File: config.mk
export PLATFORM = sky130hd
export DESIGN_NAME = jh_adc_scan_scheduler
export DESIGN_NICKNAME = d
export VERILOG_FILES = /design/src/rtl/jh_adc_scan_scheduler_pkg.sv /design/src/rtl/jh_sync_fall_detect.sv /design/src/rtl/jh_adc_scan_scheduler.sv
export SDC_FILE = /design/constraint.sdc
export NUM_CORES = 1
export LEC_CHECK = 0
export CORE_ASPECT_RATIO = 0.75
export CORE_MARGIN = 2
export CORE_UTILIZATION = 45
export CTS_CLUSTER_SIZE = 12
export DETAILED_ROUTE_END_ITERATION = 6
export PLACE_DENSITY = 0.68
export RECOVER_POWER = 50
export SLEW_MARGIN = 30
export SYNTH_ARGS = -nofsm -noshare
export SYNTH_HDL_FRONTEND = slang
export SYNTH_SLANG_ARGS = --single-unit
File: constraint.sdc
create_clock -name clk -period 3.27 [get_ports clk]
set_input_delay 0.981 -clock clk [delete_from_list [all_inputs] [get_ports clk]]
set_output_delay 0.981 -clock clk [all_outputs]
set_load 0.005 [all_outputs]
File: src/rtl/jh_adc_scan_scheduler_pkg.sv
// Shared definitions for the ADC-side blocks: scan FSM encoding, channel codes, mask helpers.
package jh_adc_scan_scheduler_pkg;

    localparam int unsigned NUM_CH = 3;
    localparam int unsigned DATA_W = 16;
    localparam int unsigned CODE_W = 4;

    localparam logic [CODE_W-1:0] CH0_CODE_DEF = 4'd0;
    localparam logic [CODE_W-1:0] CH1_CODE_DEF = 4'd2;
    localparam logic [CODE_W-1:0] CH2_CODE_DEF = 4'd4;

    typedef enum logic [2:0] {
        ST_IDLE,
        ST_START,
        ST_CONV,
        ST_CAPT,
        ST_NEXT,
        ST_WAIT
    } scan_state_e;

    // Index of the lowest set bit; 0 when the mask is empty.
    function automatic logic [1:0] lowest_ch(input logic [2:0] mask);
        if (mask[0]) begin
            lowest_ch = 2'd0;
        end else if (mask[1]) begin
            lowest_ch = 2'd1;
        end else if (mask[2]) begin
            lowest_ch = 2'd2;
        end else begin
            lowest_ch = 2'd0;
        end
    endfunction

    // Mask of the channel positions strictly above ch.
    function automatic logic [2:0] mask_above(input logic [1:0] ch);
        case (ch)
            2'd0:    mask_above = 3'b110;
            2'd1:    mask_above = 3'b100;
            default: mask_above = 3'b000;
        endcase
    endfunction

endpackage

File: src/rtl/jh_sync_fall_detect.sv
// Brings the asynchronous ADC busy flag into clk and flags its falling edge.
module jh_sync_fall_detect (
    input  logic clk,
    input  logic reset_n,
    input  logic async_in,
    output logic fall_c
);

    logic meta;
    logic sync;
    logic hist;

    // Two synchronizer stages plus one history stage for edge detection
    always_ff @(posedge clk or negedge reset_n) begin
        if (!reset_n) begin
            meta <= 1'b0;
            sync <= 1'b0;
            hist <= 1'b0;
        end else begin
            meta <= async_in;
            sync <= meta;
            hist <= sync;
        end
    end

    assign fall_c = hist & ~sync;

endmodule

File: src/rtl/jh_adc_scan_scheduler.sv
// Scan scheduler for the shared ADC: sequences enabled channels, oversamples, publishes averages.
module jh_adc_scan_scheduler
    import jh_adc_scan_scheduler_pkg::*;
#(
    parameter logic [CODE_W-1:0] CH0_CODE    = CH0_CODE_DEF,
    parameter logic [CODE_W-1:0] CH1_CODE    = CH1_CODE_DEF,
    parameter logic [CODE_W-1:0] CH2_CODE    = CH2_CODE_DEF,
    parameter int unsigned       OSR_LOG2    = 2,
    parameter int unsigned       TIMEOUT     = 1000,
    parameter int unsigned       SCAN_PERIOD = 50000
) (
    input  logic              clk,
    input  logic              reset_n,
    input  logic              enable,
    input  logic [2:0]        ch_mask,
    input  logic              adc_flag,
    input  logic [DATA_W-1:0] adc_data,
    output logic [CODE_W-1:0] adc_ch,
    output logic              adc_start,
    output logic [DATA_W-1:0] temperature1,
    output logic [DATA_W-1:0] temperature2,
    output logic [DATA_W-1:0] foot,
    output logic              result_valid,
    output logic [1:0]        result_ch,
    output logic [2:0]        timeout_err
);

    localparam int unsigned ACC_W       = DATA_W + OSR_LOG2;
    localparam int unsigned CNT_W       = 4;
    localparam int unsigned LAST_SAMPLE = (1 << OSR_LOG2) - 1;
    localparam int unsigned TMO_W       = $clog2(TIMEOUT + 1);
    localparam int unsigned PER_W       = $clog2(SCAN_PERIOD + 1);

    scan_state_e                    state_q, state_d;
    logic [1:0]                     ch_q, ch_d;
    logic [ACC_W-1:0]               acc_q, acc_d, sum_c;
    logic [CNT_W-1:0]               cnt_q, cnt_d;
    logic [TMO_W-1:0]               tmo_q, tmo_d;
    logic [PER_W-1:0]               per_q, per_d;
    logic [NUM_CH-1:0][DATA_W-1:0]  res_q, res_d;
    logic [CODE_W-1:0]              adc_ch_d;
    logic                           adc_start_d;
    logic                           valid_d;
    logic [1:0]                     res_ch_d;
    logic [2:0]                     terr_d;
    logic [2:0]                     above_c;
    logic [1:0]                     first_c;
    logic                           fall_c;

    function automatic logic [CODE_W-1:0] ch_code(input logic [1:0] ch);
        case (ch)
            2'd0:    ch_code = CH0_CODE;
            2'd1:    ch_code = CH1_CODE;
            default: ch_code = CH2_CODE;
        endcase
    endfunction

    jh_sync_fall_detect u_flag_sync (
        .clk      (clk),
        .reset_n  (reset_n),
        .async_in (adc_flag),
        .fall_c   (fall_c)
    );

    assign temperature1 = res_q[0];
    assign temperature2 = res_q[1];
    assign foot         = res_q[2];

    // Next-state, datapath and registered-output computation
    always_comb begin
        state_d     = state_q;
        ch_d        = ch_q;
        acc_d       = acc_q;
        cnt_d       = cnt_q;
        tmo_d       = tmo_q;
        per_d       = per_q;
        res_d       = res_q;
        adc_ch_d    = adc_ch;
        adc_start_d = 1'b0;
        valid_d     = 1'b0;
        res_ch_d    = result_ch;
        terr_d      = timeout_err;
        sum_c       = acc_q + ACC_W'(adc_data);
        above_c     = ch_mask & mask_above(ch_q);
        first_c     = lowest_ch(ch_mask);

        case (state_q)
            ST_IDLE: begin
                if (enable && (ch_mask != 3'b000)) begin
                    ch_d     = first_c;
                    adc_ch_d = ch_code(first_c);
                    acc_d    = '0;
                    cnt_d    = '0;
                    state_d  = ST_START;
                end
            end
            ST_START: begin
                tmo_d   = '0;
                state_d = ST_CONV;
            end
            ST_CONV: begin
                // A fall in the same cycle as the timeout still counts as a capture
                if (fall_c) begin
                    state_d = ST_CAPT;
                end else if (tmo_q == TMO_W'(TIMEOUT - 1)) begin
                    terr_d[ch_q] = 1'b1;
                    acc_d        = '0;
                    cnt_d        = '0;
                    state_d      = ST_NEXT;
                end else begin
                    tmo_d = tmo_q + TMO_W'(1);
                end
            end
            ST_CAPT: begin
                if (cnt_q < CNT_W'(LAST_SAMPLE)) begin
                    acc_d   = sum_c;
                    cnt_d   = cnt_q + CNT_W'(1);
                    state_d = ST_START;
                end else begin
                    res_d[ch_q] = DATA_W'(sum_c >> OSR_LOG2);
                    valid_d     = 1'b1;
                    res_ch_d    = ch_q;
                    acc_d       = '0;
                    cnt_d       = '0;
                    state_d     = ST_NEXT;
                end
            end
            ST_NEXT: begin
                if (!enable) begin
                    state_d = ST_IDLE;
                end else if (above_c != 3'b000) begin
                    ch_d     = lowest_ch(above_c);
                    adc_ch_d = ch_code(lowest_ch(above_c));
                    state_d  = ST_START;
                end else begin
                    ch_d     = first_c;
                    adc_ch_d = ch_code(first_c);
                    per_d    = '0;
                    state_d  = ST_WAIT;
                end
            end
            ST_WAIT: begin
                if (!enable) begin
                    state_d = ST_IDLE;
                end else if (per_q == PER_W'(SCAN_PERIOD - 1)) begin
                    if (ch_mask != 3'b000) begin
                        ch_d     = first_c;
                        adc_ch_d = ch_code(first_c);
                        state_d  = ST_START;
                    end else begin
                        state_d = ST_IDLE;
                    end
                end else begin
                    per_d = per_q + PER_W'(1);
                end
            end
            default: begin
                state_d = ST_IDLE;
            end
        endcase

        adc_start_d = (state_d == ST_START);
    end

    // State, datapath and output registers
    always_ff @(posedge clk or negedge reset_n) begin
        if (!reset_n) begin
            state_q      <= ST_IDLE;
            ch_q         <= 2'd0;
            acc_q        <= '0;
            cnt_q        <= '0;
            tmo_q        <= '0;
            per_q        <= '0;
            res_q        <= '0;
            adc_ch       <= '0;
            adc_start    <= 1'b0;
            result_valid <= 1'b0;
            result_ch    <= 2'd0;
            timeout_err  <= 3'b000;
        end else begin
            state_q      <= state_d;
            ch_q         <= ch_d;
            acc_q        <= acc_d;
            cnt_q        <= cnt_d;
            tmo_q        <= tmo_d;
            per_q        <= per_d;
            res_q        <= res_d;
            adc_ch       <= adc_ch_d;
            adc_start    <= adc_start_d;
            result_valid <= valid_d;
            result_ch    <= res_ch_d;
            timeout_err  <= terr_d;
        end
    end

endmodule

==> Yosys cells after proc, flatten, opt, wreduce, memory -nomap -nowiden <==
Index checks and enable logic that the tools add are counted.
{ "word_totals": {"register_bits": 115, "out_inout_bits": 59, "word_cells": 130} }
{ "classes": {"addsub": 4, "order_cmp": 3, "eq_ne": 21, "muxes": 61, "n_bitwise": 6, "reduce_logical": 18} }
{ "op_table": {"columns": ["op", "n"], "rows": [
  ["$mux 16", 5],
  ["$mux 18", 4],
  ["$pmux 18 s3", 1],
  ["$bwmux 48", 1],
  ["$mux 4", 10],
  ["$demux 16 s2", 1],
  ["$pmux 16 s2", 1],
  ["$mux 2", 15],
  ["$mux 3", 8],
  ["$pmux 4 s3", 2],
  ["$mux 10", 2],
  ["$ne 2x2->1 const B", 10],
  ["$pmux 10 s2", 1],
  ["$add 18x16->18", 1],
  ["$pmux 3 s2", 3],
  ["$pmux 3 s6", 1],
  ["$add 16x1->16 const B", 1],
  ["$eq 16x16->1 const B", 1],
  ["$reduce_bool 3->1", 4],
  ["$add 10x1->10 const B", 1],
  ["$eq 10x10->1 const B", 1],
  ["$eq 2x1->1 const B", 3],
  ["$eq 3x1->1 const B", 2],
  ["$eq 3x2->1 const B", 2],
  ["other kinds (21)", 32]
]} }

==> Logic depth before layout (Yosys ltp) <==
{ "depth": {"depth_word": 14, "depth_mapped": 8} }

==> Cells and area by module <==
From an unflattened synthesis, not the netlist that was laid out.
{ "hier_totals": {"hier_cells": 497, "area_unflattened_um2": 5582.9} }
{ "by_module_without_submodules": {"columns": ["module", "n_inst", "cells_each", "area_each_um2", "seq_area_each_um2"], "rows": [
  ["jh_adc_scan_scheduler", 1, 493, 5494.0, 2752.6],
  ["jh_sync_fall_detect", 1, 4, 88.8, 75.1]
]} }

==> Worst setup path before layout <==
OpenSTA, ideal clock, no wires.
{ "synth_path": {"path_kind": "input-to-reg", "from": "in adc_data[0]", "to": "reg res_q (netlist bit foot[14])", "arrival_ns": 2.778, "t_required_ns": 3.145, "setup_slack_ns": 0.368, "path_stages": 8, "path_cell_list": "ha_1 > fa_1 > a21oi_1 > o22ai_1 > o31a_1 > a41oi_2 > xnor2_1 > mux2_2"} }
{ "synth_between": {"elab_chain_cells": 2} }
{ "synth_lines": {"columns": ["item", "line", "rtl"], "rows": [
  ["start, declared", "jh_adc_scan_scheduler.sv:17", "input logic [DATA_W-1:0] adc_data,"],
  ["$add 18x16->18", "jh_adc_scan_scheduler.sv:83", "sum_c = acc_q + ACC_W'(adc_data);"],
  ["$bwmux 48", "jh_adc_scan_scheduler.sv:120", "res_d[ch_q] = DATA_W'(sum_c >> OSR_LOG2);"],
  ["end signal, assigned", "jh_adc_scan_scheduler.sv:187", "res_q <= res_d;"],
  ["end, declared", "jh_adc_scan_scheduler.sv:40", "logic [NUM_CH-1:0][DATA_W-1:0] res_q, res_d;"]
]} }
No other way between the ends.
A chain may end at the register's enable or synchronous reset.

==> Worst setup path in the final report <==
{ "layout_path": {"from": "in adc_data[0]", "to": "reg res_q (netlist bit temperature2[12])"} }
Same word-level chain as after synthesis.

==> metrics.txt <==
RSZ-0062 raised after global routing no; WP buf/inv 2; CTS tree built; PwrDens 795 mW/mm^2; Die W 134 um; Largest stage delay, worst path between 0.4 and 0.5 ns; Tcrit/Tclk final a little over nine tenths; Die Ht 101 um; area grow syn2layout 29.1%; Syn Area/Cell 10.0 um^2; Clock Sink Count 113; DRC violations left 0; Detail Placement HPWL 9410 um; WP data required 3.56 ns; CP Cell Sequence clkdlybuf4s50_1, ha_1, fa_1, a21oi_1, o22ai_1, buf_4, o22ai_1, o21ai_1, xor2_1, mux2_1; Worst Setup End Kind register; critical path depth 10; Worst IR Drop VDD ~0.39 mV; WHS 0.345 ns; grt peak-use layer met2; crit start category input pin; Max FO, Critical Path 4; later-pin clock latency in the skew report 0.42 ns; largest net degree at the start of global routing between 60 and 70; Netlist Area Pre-Place approximately 0.0057 mm^2; layout cells sized above 1 12.9%; # IOs 82; Post-synth EDFFs 0; clock transition at the registers of the reported paths 0.05 ns; violated checks capacitance limit, slew limit; gr usage total 21.5%; GRT Residual Overflow 0; clock skew 0.0107 ns; Die Area 0.0136 mm^2; setup slack after layout 0.153 ns; dpl ws -0.226 ns; synth top area cells dfrtp_1, nand2_1, ha_1, mux2_2, xor2_1; top cells by count, synth dfrtp_1, nand2_1, nor2_1; DR iter-0 viols roughly 270; GRT met3 Usage 4.15%; Static Leak between 3 and 4 nW; Max stage delay cell, worst path clkdlybuf4s50_1; Net count, final around 700; Synth cell types 70; fin crit period 3.12 ns; clk root buf clkbuf_16; synthesis-stage register bit count 113; delay-heaviest family, CP compound AO/OA/AOI/OAI gates; initial core utilization 46.3%; Relative slew margins -0.351%; post-CTS setup repair buffer count 0; Ys Warns 0; n_diodes 0; final core occ 59.7%; port bufs 79; Fill cells 1,029; most frequent cell after synthesis dfrtp_1; wire length of the first global-routing pass 22,800 um; core area between 0.01 and 0.015 mm^2; Cell Count, Final, Fillers Out 848; kind of critical path in -> reg; worst reg-to-reg path cell count 4; Yosys top cell area share 49.7%; via count 4,661; critical path's most frequent cell o22ai_1; GR Util met2 33.5%; Final TNS setup 0 ns; Max clock buf depth 2; cells after synthesis 567; asr flop ratio synth 100%; fin. max-slew vios 62; Final setup viols 0; area leader, netlist dfrtp_1; Hold WC Path Type reg -> reg; Routed Antenna Nets 0; met1 Use GR 30.2%; status finished with violations; GPL Wtd Cong 0.849; DR pass1 iterations 5; placed cell count between 800 and 900; hold depth 0; cell row count 35; crit path DAT between 3 and 4 ns; Num CTS Buffers 17; Hold-fix buffers, CTS 0; register area share after synthesis 49.7%; initial antenna violation count 0; wire length per cell after detailed routing between 15 and 20 um; Gates resized, CTS repair 0; Fmax ~320 MHz; final hold viol count 0; max-cap viol count 1; Primary FF master, synth dfrtp_1; Worst-Margin Slew 1.51 ns; DR vias/cell 5.50; Detailed Route WL 13,600 um; worst reg2reg setup slack 0.64 ns; CTS H-tree lvls 4; vias in the first global route 4,576
==> stage by stage <==
| stage | power, W | instance area, um^2 |
|---|---|---|
| 3_5_place_dp | 0.00398 | 6790 |
| 3_3_place_gp | 0.00390 | 6790 |
| 6_report | 0.00584 | 7350 |
| 5_1_grt | 0.00620 | 7350 |
| 4_1_cts | 0.00592 | 7400 |
| 2_1_floorplan | 0.00306 | 5700 |
==> layout by cell type (no fill, tap or decap), drive strengths merged, types with 3 or more instances in the layout <==
master           n
dfrtp          113
nand2          105
clkdlybuf4s50   71
nor2            37
o21ai           34
a21oi           26
clkbuf          24
buf             23
ha              19
xor2            18
xnor2           17
mux2            17
nand3           14
a22o            14
inv             13
nor3            13
and3            11
nand4           10
a21o             7
dlygate4sd3      7
and2             7
or3              5
nor2b            4
nand4b           4
nand2b           4
o2111ai          4
clkinvlp         4
clkinv           4
nand3b           3
bufinv           3
nor3b            3
nor4             3
==> cell families (layout without fill, tap and decap cells) <==
family	Yosys count	in the layout	share of synthesized area, %
AND/OR/NAND/NOR	234	234	20.9
flip-flops	113	113	49.7
AO/OA/AOI/OAI	111	111	13.1
XOR/XNOR	35	35	5.39
buffers and inverters	35	149	2.77
adder cells (fa/ha/maj)	20	20	4.53
multiplexers	18	18	3.54
other	1	2	0.0659
==> power breakdown <==
group	internal (W)	leakage, nW	switching (W)
combinational	0.000974	1.69	0.000983
clock	0.00124	0.289	0.000665
sequential	0.00172	1.39	0.000260
==> flip-flops by register name (all words and copies together) (netlist names), 2 cells and up <==
signal / count
cnt_q: 4
adc_ch: 2
timeout_err: 3
ch_q: 2
per_q: 16
result_ch: 2
acc_q: 18
tmo_q: 10
temperature2: 16
state_q: 3
foot: 16
temperature1: 16
==> cell type report <==
class                      count  area [um^2]  area share (%)
clock buffer                  20          457            6.22
clock inverter                12          156            2.13
inverter                      12         45.0           0.613
multi-input combinational    420         2680            36.5
sequential                   113         2830            38.5
tap                          166          208            2.83
timing repair buffer         105          971            13.2
==> routing by layer <==
| layer | part of all wire, % | routed length, um | vias to the layer above |
|---|---|---|---|
| li1 | - | - | 2206 |
| met1 | 48 | 6560 | 2315 |
| met2 | 45 | 6180 | 119 |
| met3 | 5.4 | 730 | 21 |
| met4 | 1.3 | 179 | 0 |
| met5 | 0 | 0 | - |
==> final timing paths <==
check | startpoint | end
worst max-delay path | adc_data[0] | temperature2[12]$_DFFE_PN0P_
worst min-delay path | u_flag_sync.meta$_DFF_PN0_ | u_flag_sync.sync$_DFF_PN0_
worst max register to register | state_q[0]$_DFF_PN0_ | temperature2[9]$_DFFE_PN0P_
worst min register to register | u_flag_sync.meta$_DFF_PN0_ | u_flag_sync.sync$_DFF_PN0_
max in group asynchronous | reset_n | tmo_q[2]$_DFFE_PN0P_
min in group asynchronous | reset_n | temperature2[11]$_DFFE_PN0P_
Note: power is estimated with default switching activity, not from simulation.
